**config.mk**
```make
export PLATFORM = sky130hd
export DESIGN_NAME = sc_pointsdisplay_flat
export DESIGN_NICKNAME = d
export VERILOG_FILES = /design/src/rtl/sc_pointsdisplay_if.sv /design/src/rtl/sc_pointsdisplay.sv /design/src/flat_wrapper.sv
export SDC_FILE = /design/constraint.sdc
export NUM_CORES = 1
export LEC_CHECK = 0
export BUFFER_PORTS_ARGS = -buffer_cell sky130_fd_sc_hd__buf_4
export CORE_UTILIZATION = 45
export DETAILED_ROUTE_END_ITERATION = 12
export GPL_ROUTABILITY_DRIVEN = 0
export SYNTH_ARGS = -nofsm -noshare
export SYNTH_HDL_FRONTEND = slang
export SYNTH_SLANG_ARGS = --single-unit
```
**constraint.sdc**
```tcl
create_clock -name SC_POINTSCOUNTER_CLOCK_50 -period 2.8 [get_ports SC_POINTSCOUNTER_CLOCK_50]
set_clock_uncertainty 0.05 [all_clocks]
set_input_delay 0.28 -clock SC_POINTSCOUNTER_CLOCK_50 [delete_from_list [all_inputs] [get_ports SC_POINTSCOUNTER_CLOCK_50]]
set_output_delay 0.28 -clock SC_POINTSCOUNTER_CLOCK_50 [all_outputs]
set_load 0.02 [all_outputs]
```
**src/rtl/sc_pointsdisplay_if.sv**
```systemverilog
// sc_pointsdisplay_if: points bus and display outputs; PlayerLose_inLow exists only with SC_POINTSDISPLAY_BLINK_EN
interface sc_pointsdisplay_if;
  logic [5:0] SC_POINTSDISPLAY_Points_InBus;
  logic [7:0] SC_POINTSDISPLAY_BCD_OutBus;
  logic [6:0] SC_POINTSDISPLAY_HEX1_OutBus;
  logic [6:0] SC_POINTSDISPLAY_HEX0_OutBus;
  logic SC_POINTSDISPLAY_Busy_Out;
  logic SC_POINTSDISPLAY_Update_Out;
`ifdef SC_POINTSDISPLAY_BLINK_EN
  logic SC_POINTSDISPLAY_PlayerLose_inLow;
  modport master (
    output SC_POINTSDISPLAY_Points_InBus, SC_POINTSDISPLAY_PlayerLose_inLow,
    input SC_POINTSDISPLAY_BCD_OutBus, SC_POINTSDISPLAY_HEX1_OutBus, SC_POINTSDISPLAY_HEX0_OutBus,
    input SC_POINTSDISPLAY_Busy_Out, SC_POINTSDISPLAY_Update_Out
  );
  modport slave (
    input SC_POINTSDISPLAY_Points_InBus, SC_POINTSDISPLAY_PlayerLose_inLow,
    output SC_POINTSDISPLAY_BCD_OutBus, SC_POINTSDISPLAY_HEX1_OutBus, SC_POINTSDISPLAY_HEX0_OutBus,
    output SC_POINTSDISPLAY_Busy_Out, SC_POINTSDISPLAY_Update_Out
  );
`else
  modport master (
    output SC_POINTSDISPLAY_Points_InBus,
    input SC_POINTSDISPLAY_BCD_OutBus, SC_POINTSDISPLAY_HEX1_OutBus, SC_POINTSDISPLAY_HEX0_OutBus,
    input SC_POINTSDISPLAY_Busy_Out, SC_POINTSDISPLAY_Update_Out
  );
  modport slave (
    input SC_POINTSDISPLAY_Points_InBus,
    output SC_POINTSDISPLAY_BCD_OutBus, SC_POINTSDISPLAY_HEX1_OutBus, SC_POINTSDISPLAY_HEX0_OutBus,
    output SC_POINTSDISPLAY_Busy_Out, SC_POINTSDISPLAY_Update_Out
  );
`endif
endinterface

```
**src/rtl/sc_pointsdisplay.sv**
```systemverilog
// sc_pointsdisplay: change-triggered double-dabble points to two 7-seg digits; optional lose blink via SC_POINTSDISPLAY_BLINK_EN
module sc_pointsdisplay #(
  parameter int LEADING_ZERO_BLANK = 1
`ifdef SC_POINTSDISPLAY_BLINK_EN
  , parameter int BLINK_DIV = 25000000
`endif
) (
  input logic SC_POINTSCOUNTER_CLOCK_50,
  input logic SC_POINTSCOUNTER_RESET_InHigh,
  sc_pointsdisplay_if.slave bus
);
  typedef enum logic [1:0] {IDLE, SHIFT, UPDATE} state_t;
  localparam logic [6:0] BLANK = 7'b1111111;
  localparam logic [6:0] TENS_RESET = (LEADING_ZERO_BLANK != 0) ? BLANK : 7'b1000000;
  state_t state;
  logic [5:0] lastValue;
  logic [13:0] shiftReg;
  logic [13:0] adjusted;
  logic [2:0] iterCount;
  logic [7:0] bcdReg;
  logic [6:0] hex1Reg;
  logic [6:0] hex0Reg;
  logic busyReg;
  logic updateReg;
  logic blank;
  function automatic logic [6:0] segOf(input logic [3:0] d);
    case (d)
      4'd0: segOf = 7'b1000000;
      4'd1: segOf = 7'b1111001;
      4'd2: segOf = 7'b0100100;
      4'd3: segOf = 7'b0110000;
      4'd4: segOf = 7'b0011001;
      4'd5: segOf = 7'b0010010;
      4'd6: segOf = 7'b0000010;
      4'd7: segOf = 7'b1111000;
      4'd8: segOf = 7'b0000000;
      4'd9: segOf = 7'b0010000;
      default: segOf = BLANK;
    endcase
  endfunction
  // add-3 correction on each BCD nibble ahead of the next shift
  always_comb begin
    adjusted = {
      (shiftReg[13:10] >= 4'd5) ? shiftReg[13:10] + 4'd3 : shiftReg[13:10],
      (shiftReg[9:6] >= 4'd5) ? shiftReg[9:6] + 4'd3 : shiftReg[9:6],
      shiftReg[5:0]
    };
  end
  // conversion FSM: watch for a new value, shift six times, then publish digits
  always_ff @(posedge SC_POINTSCOUNTER_CLOCK_50 or posedge SC_POINTSCOUNTER_RESET_InHigh) begin
    if (SC_POINTSCOUNTER_RESET_InHigh) begin
      state <= IDLE;
      lastValue <= '0;
      shiftReg <= '0;
      iterCount <= '0;
      bcdReg <= '0;
      hex1Reg <= TENS_RESET;
      hex0Reg <= 7'b1000000;
      busyReg <= 1'b0;
      updateReg <= 1'b0;
    end else begin
      updateReg <= 1'b0;
      case (state)
        IDLE: if (bus.SC_POINTSDISPLAY_Points_InBus != lastValue) begin
          shiftReg <= {8'b0, bus.SC_POINTSDISPLAY_Points_InBus};
          lastValue <= bus.SC_POINTSDISPLAY_Points_InBus;
          iterCount <= '0;
          busyReg <= 1'b1;
          state <= SHIFT;
        end
        SHIFT: begin
          shiftReg <= adjusted << 1;
          iterCount <= iterCount + 3'd1;
          if (iterCount == 3'd5) state <= UPDATE;
        end
        UPDATE: begin
          bcdReg <= shiftReg[13:6];
          hex1Reg <= (LEADING_ZERO_BLANK != 0 && shiftReg[13:10] == 4'd0) ? BLANK : segOf(shiftReg[13:10]);
          hex0Reg <= segOf(shiftReg[9:6]);
          updateReg <= 1'b1;
          busyReg <= 1'b0;
          state <= IDLE;
        end
        default: state <= IDLE;
      endcase
    end
  end
`ifdef SC_POINTSDISPLAY_BLINK_EN
  localparam int CW = (BLINK_DIV > 1) ? $clog2(BLINK_DIV) : 1;
  logic [CW-1:0] blinkCount;
  logic blinkPhase;
  // while the player has lost, flip the blank phase every BLINK_DIV cycles
  always_ff @(posedge SC_POINTSCOUNTER_CLOCK_50 or posedge SC_POINTSCOUNTER_RESET_InHigh) begin
    if (SC_POINTSCOUNTER_RESET_InHigh || bus.SC_POINTSDISPLAY_PlayerLose_inLow) begin
      blinkCount <= '0;
      blinkPhase <= 1'b0;
    end else if (blinkCount == CW'(BLINK_DIV - 1)) begin
      blinkCount <= '0;
      blinkPhase <= ~blinkPhase;
    end else begin
      blinkCount <= blinkCount + CW'(1);
    end
  end
  assign blank = blinkPhase;
`else
  assign blank = 1'b0;
`endif
  assign bus.SC_POINTSDISPLAY_BCD_OutBus = bcdReg;
  assign bus.SC_POINTSDISPLAY_HEX1_OutBus = blank ? BLANK : hex1Reg;
  assign bus.SC_POINTSDISPLAY_HEX0_OutBus = blank ? BLANK : hex0Reg;
  assign bus.SC_POINTSDISPLAY_Busy_Out = busyReg;
  assign bus.SC_POINTSDISPLAY_Update_Out = updateReg;
endmodule

```
**src/flat_wrapper.sv**
```systemverilog
// flat-port wrapper written by rule: the top's interface ports become plain ports
module sc_pointsdisplay_flat 
#(
  parameter int LEADING_ZERO_BLANK = 1

)
  (SC_POINTSCOUNTER_CLOCK_50, SC_POINTSCOUNTER_RESET_InHigh, bus_SC_POINTSDISPLAY_Points_InBus, bus_SC_POINTSDISPLAY_BCD_OutBus, bus_SC_POINTSDISPLAY_HEX1_OutBus, bus_SC_POINTSDISPLAY_HEX0_OutBus, bus_SC_POINTSDISPLAY_Busy_Out, bus_SC_POINTSDISPLAY_Update_Out);
  sc_pointsdisplay_if bus_i ();
  input logic SC_POINTSCOUNTER_CLOCK_50;
  input logic SC_POINTSCOUNTER_RESET_InHigh;
  input wire logic [$bits(bus_i.SC_POINTSDISPLAY_Points_InBus)-1:0] bus_SC_POINTSDISPLAY_Points_InBus;
  output wire logic [$bits(bus_i.SC_POINTSDISPLAY_BCD_OutBus)-1:0] bus_SC_POINTSDISPLAY_BCD_OutBus;
  output wire logic [$bits(bus_i.SC_POINTSDISPLAY_HEX1_OutBus)-1:0] bus_SC_POINTSDISPLAY_HEX1_OutBus;
  output wire logic [$bits(bus_i.SC_POINTSDISPLAY_HEX0_OutBus)-1:0] bus_SC_POINTSDISPLAY_HEX0_OutBus;
  output wire logic [$bits(bus_i.SC_POINTSDISPLAY_Busy_Out)-1:0] bus_SC_POINTSDISPLAY_Busy_Out;
  output wire logic [$bits(bus_i.SC_POINTSDISPLAY_Update_Out)-1:0] bus_SC_POINTSDISPLAY_Update_Out;
  assign bus_i.SC_POINTSDISPLAY_Points_InBus = bus_SC_POINTSDISPLAY_Points_InBus;
  assign bus_SC_POINTSDISPLAY_BCD_OutBus = bus_i.SC_POINTSDISPLAY_BCD_OutBus;
  assign bus_SC_POINTSDISPLAY_HEX1_OutBus = bus_i.SC_POINTSDISPLAY_HEX1_OutBus;
  assign bus_SC_POINTSDISPLAY_HEX0_OutBus = bus_i.SC_POINTSDISPLAY_HEX0_OutBus;
  assign bus_SC_POINTSDISPLAY_Busy_Out = bus_i.SC_POINTSDISPLAY_Busy_Out;
  assign bus_SC_POINTSDISPLAY_Update_Out = bus_i.SC_POINTSDISPLAY_Update_Out;
  sc_pointsdisplay #(.LEADING_ZERO_BLANK(LEADING_ZERO_BLANK)) u_core (.SC_POINTSCOUNTER_CLOCK_50(SC_POINTSCOUNTER_CLOCK_50), .SC_POINTSCOUNTER_RESET_InHigh(SC_POINTSCOUNTER_RESET_InHigh), .bus(bus_i));
endmodule
```
* Yosys cells after proc, flatten, opt, wreduce, memory -nomap -nowiden *
Memories as Yosys holds them, arrays and structs flattened. A register that Yosys moved wholly into a read port is not among the register bits.
Cells that the tools add are included.
Widths: inputs -> output; s select.

storage, ports and cells
  bits in registers = 42
  bits in read-only memories = 224
  output and inout bits = 24
  memories = 2

memories
  memory            words  bits a word  rd ports  clocked after memory_dff  write ports  RTL line                source
  (name not given)  16     7            1         0                         0            sc_pointsdisplay.sv:27  case (d)
  (name not given)  16     7            1         1                         0            sc_pointsdisplay.sv:27

cells by class
  $add $sub $neg = 3
  magnitude comparators = 2
  equal/unequal tests = 6
  multiplexer cells = 13
  reductions and logical operators = 8

operators with widths
  kind                 number
  $pmux 14 s2          1
  $mux 14              1
  $ge 4x3->1 const B   2
  $reduce_and 2->1     4
  $mux 7               1
  $mux 3               2
  $ne 6x6->1           1
  $pmux 3 s2           1
  $add 4x2->4 const B  1
  $logic_not 4->1      1
  $mux 2               2
  $mux 4               1
  $ne 2x1->1 const B   2
  $pmux 2 s2           1
  $reduce_bool 2->1    2
  $add 3x1->3 const B  1
  $add 3x2->3 const B  1
  $eq 3x3->1 const B   1
  $eq 2x1->1 const B   1
  $eq 2x2->1 const B   1
  $logic_not 2->1      1
  $mux 1               2
  $pmux 1 s2           1

* Logic depth before layout (Yosys ltp) *
  word-level depth = 3
  gate-level depth with buffers = 6
  depth with buffers taken out = 6

* Worst setup path before layout *
OpenSTA, ideal clock, no wires.

  path type = register to register
  start point = register u_core.shiftReg[11]
  end point = register u_core.shiftReg[13]
  setup time = 0.124 ns
  data arrival time = 1.463 ns
  path slack = 1.163 ns
  cell stages (with the launch flop) = 7
  buffers on the path = 0
  clock period less this slack = 1.637 ns
  cell sequence = dfrtp_1 inv_1 ha_1 ha_1 o21a_1 a211oi_1 nor2_1

between the ends
  longest elaborated chain between the ends = 3
  elaborated cells on any way between the ends = 4
  classes of those cells = 1 x add/sub; 1 x order compare; 2 x mux

ends and longest elaborated chain
  what                                              RTL line                source
  from (decl)                                       sc_pointsdisplay.sv:17  logic [13:0] shiftReg;
  from (signal assigned)                            sc_pointsdisplay.sv:65  shiftReg <= {8'b0, bus.SC_POINTSDISPLAY_Points_InBus};
  from (signal assigned)                            sc_pointsdisplay.sv:72  shiftReg <= adjusted << 1;
  $ge 4x3->1 / $add 3x2->3 (equally long branches)  sc_pointsdisplay.sv:44  (shiftReg[13:10] >= 4'd5) ? shiftReg[13:10] + 4'd3 : shiftReg[13:10],
  $mux 3 (*)                                        sc_pointsdisplay.sv:44
  $pmux 14 s2 (*)                                   sc_pointsdisplay.sv:63  case (state)

Mark *: on every way between the ends. The rest lies on a longest branch, timed or not.
A chain may end at the register's enable or synchronous reset.

* Worst setup path in the final report *
Ends and elaborated chain as after synthesis.

==> impl_metrics.ini <==
[route]
drt-wirelength-per-cell_um = 13.7
wl_um = 4890
dr_total_vias = 1846
viasPerCell = 5.17
dr.pass1.iters = 4
antenna_left = 0
drtIter0Drc = 98
remaining_drc_errors = 0

[status]
violations = negative hold slack
status = complete, but fails checks

[die]
core_um2 = 5200
die_y_um = 76.4
die_area_um2 = 5840
rows = 26
die_w_um = 76.4
io_pins = 32
start_util_pct = 47.9

[clock_network]
holdBufCountCts = 0
cts_resized = 0
numCtsBuffers = 5
post_cts_buffers = 0
cts.htree.levels = 2
clk_pin_slew_ns = 0.09
clock-sinks = 49
cts_tree = done
insertion_delay_ns = 0.30
clock-root-buffer = clkbuf_8
cts_buffer_depth = 2

[timing]
whs_ns = -0.0122
drv_slew = 0
fin_setup_tns_ns = 0
finalCriticalPeriod_ns = 1.80
hold_viol = 18
maxSlewHeadroom_pct = 57.1
clock.fmax_mhz = 555
worst_pin_slew_ns = 0.639
rsz0062_at_grt = false
setup-violations-final = 0
period_share_pct = 64.3

[setup_path]
path_common_cell = ha_1
critical_path_required_ns = 2.93
cp_top_family = adder cells
critPathBufInv = 1
cp_data_arrival_time_ns = 1.94
cp_slowest_cell = dfrtp_1
cp_cell_sequence = inv_1 -> ha_1 -> ha_1 -> o21a_1 -> a211oi_1 -> nor2_1
worstSetupPathType = register to register
crit_fanout = 7
end_kind = register
cp_slowest_stage_delay_ns = 0.42
critPathLaunchType = register

[pwr]
peakVddDrop_mv = 0.630
p_per_area_nw_per_um2 = 1190
leakage_nw = 1.36
fin_total_pwr_mw = 3.40

[logic_synthesis]
yosysSeqAreaShare_pct = 49.6
synth-edff-count = 0
synthesis.nets = 276
synth_seq_cells = 49
ys_types = 40
yosys_warnings = 0
avgSynthCellArea_um2 = 9.73
synth_area_um2 = 2490
ys.flop_type = dfrtp_1
syn_inst = 256
synthArstFlopShare_pct = 100

[place]
dp_cells = 349
io_buffer_count = 31
dp_hpwl_um = 3430

[finish]
syn_to_final_growth_pct = 15.2
drive_gt1_share_pct = 20.2
antennaDiodeCount = 0
nFillCells = 487
fin_nets = 306
finalNonFillerCells = 357

[grt]
grt_pass1_wl_um = 8540
grt_max_degree = 39
grt_pass1_vias = 1773
grt_overflow = 0
antenna_found_initial = 0
grt_use_total_pct = 18.5

[flow_run]
drv_cap = 0

[min_path]
hold_class = input pin to asynchronous set/reset pin
[power breakdown]
group	internal (mW)	switching, mW	total, mW
sequential	1.06	0.299	1.35
clock	0.178	0.242	0.419
combinational	0.725	0.903	1.63
total	1.96	1.44	3.40
[worst paths after layout]
check                                   slack [ns]  cells past startpoint                                                    from                                                     end
max                                            1.0                      6                         u_core.shiftReg[11]$_DFFE_PP0P_                         u_core.shiftReg[13]$_DFFE_PP0P_
min                                          -0.01                      2                           SC_POINTSCOUNTER_RESET_InHigh                         u_core.iterCount[0]$_DFFE_PP0P_
min reg2reg                                   0.43                      2  u_core.bus.SC_POINTSDISPLAY_HEX1_OutBus[5]$_DFFE_PP1P_  u_core.bus.SC_POINTSDISPLAY_HEX1_OutBus[5]$_DFFE_PP1P_
min in group SC_POINTSCOUNTER_CLOCK_50        0.18                      3                    bus_SC_POINTSDISPLAY_Points_InBus[3]                         u_core.lastValue[3]$_DFFE_PP0P_
max in group asynchronous                     2.04                      3                           SC_POINTSCOUNTER_RESET_InHigh  u_core.bus.SC_POINTSDISPLAY_HEX1_OutBus[2]$_DFFE_PP1P_
max reg2reg                                    1.0                      6                         u_core.shiftReg[11]$_DFFE_PP0P_                         u_core.shiftReg[13]$_DFFE_PP0P_
[sequential cells by signal, summed over array words and instances, names as in the netlist]
register                                 cells
u_core.bus.SC_POINTSDISPLAY_BCD_OutBus       8
u_core.bus.SC_POINTSDISPLAY_Busy_Out         1
u_core.bus.SC_POINTSDISPLAY_HEX0_OutBus      7
u_core.bus.SC_POINTSDISPLAY_HEX1_OutBus      7
u_core.bus.SC_POINTSDISPLAY_Update_Out       1
u_core.iterCount                             3
u_core.lastValue                             6
u_core.shiftReg                             14
u_core.state                                 2
[worst register-to-register path: stages (launching register included)]
cell	delay (ns)
dfrtp_1	0.42
inv_1	0.18
ha_1	0.30
ha_1	0.27
o21a_1	0.19
a211oi_1	0.21
nor2_1	0.07
[cells in the mapped netlist (3+ instances only)]
library cell / number / share of area [%]
o22ai_1: 6 / 1.5
nor2_1: 17 / 2.6
a211oi_1: 3 / 0.90
mux2_2: 5 / 2.3
a21oi_1: 12 / 2.4
a31o_1: 3 / 1.1
xnor2_1: 7 / 2.5
dfstp_2: 8 / 8.4
inv_1: 14 / 2.1
ha_1: 12 / 6.0
o31ai_1: 6 / 1.8
o21a_1: 3 / 0.90
nand3b_1: 3 / 0.90
nand2_1: 41 / 6.2
dfrtp_1: 41 / 41
nand2b_1: 3 / 0.75
a41o_1: 3 / 1.2
buf_2: 8 / 1.6
o21ai_0: 24 / 4.8
a31oi_1: 4 / 1.0
clkbuf_1: 3 / 0.45
[per-stage QoR]
step                      instance area [um^2]  hold WS, ns  utilization, %  setup WS, ns
final                                     2870      -0.0122            55.1          1.00
after global routing                      2870       0.0325            55.1         0.839
after global placement                    2780        0.343            53.4          1.03
after CTS                                 2870      0.00563            55.1          1.00
after floorplan                           2490        0.367               -          1.16
after detailed placement                  2780        0.341            53.4          1.03
[cell usage in the layout, fill, tap and decap left out, types with 2 or more instances in the layout]
master | Yosys | layout
buf_4 | 0 | 35
nand3b_1 | 3 | 3
nor2_1 | 17 | 17
nor3b_1 | 2 | 2
mux2_2 | 5 | 5
o22ai_1 | 6 | 6
a22o_1 | 2 | 2
a31oi_1 | 4 | 4
a21oi_1 | 12 | 12
or3_1 | 2 | 2
o31ai_1 | 6 | 6
o21ai_0 | 24 | 24
dfrtp_1 | 41 | 41
a2111o_1 | 2 | 2
o211ai_1 | 2 | 2
nand2_1 | 41 | 41
clkbuf_8 | 0 | 5
inv_1 | 14 | 13
o21a_1 | 3 | 3
a211oi_1 | 3 | 3
xor2_1 | 2 | 2
clkinv_4 | 0 | 2
and2_1 | 2 | 2
ha_1 | 12 | 12
nor3_1 | 2 | 2
nand2b_1 | 3 | 3
and3_1 | 2 | 2
nand3_1 | 2 | 2
dfstp_2 | 8 | 8
a31o_1 | 3 | 3
xnor2_1 | 7 | 7
mux2i_1 | 2 | 2
a41o_1 | 3 | 3
[metal layers]
metal  part of all wire (%)  global-route usage, %  up-vias
met5                      0                      0        -
li1                       -                      -      955
met1                     50                   25.0      860
met2                     47                   29.4       27
met3                    2.6                   3.95        4
met4                   0.90                   6.35        0
[cells by family after synthesis]
logic type	share of synthesized area [%]
and+or+nand+nor	13.9
xor gates and xnor gates	3.16
adders and majority gates	6.03
AOI/OAI and AO/OA	19.4
buffers and inverters	4.77
muxes	3.06
DFF	49.6
[area by class of cell]
type                       instances  area, um^2  area share (%)
tap                               70        87.6            3.05
sequential                        49        1240            43.1
clock inverter                     3        22.5           0.785
clock buffer                       5        68.8            2.40
inverter                          15        56.3            1.96
multi-input combinational        180        1140            39.6
timing repair buffer              35         263            9.15
Note: power is estimated with default switching activity, not from simulation.
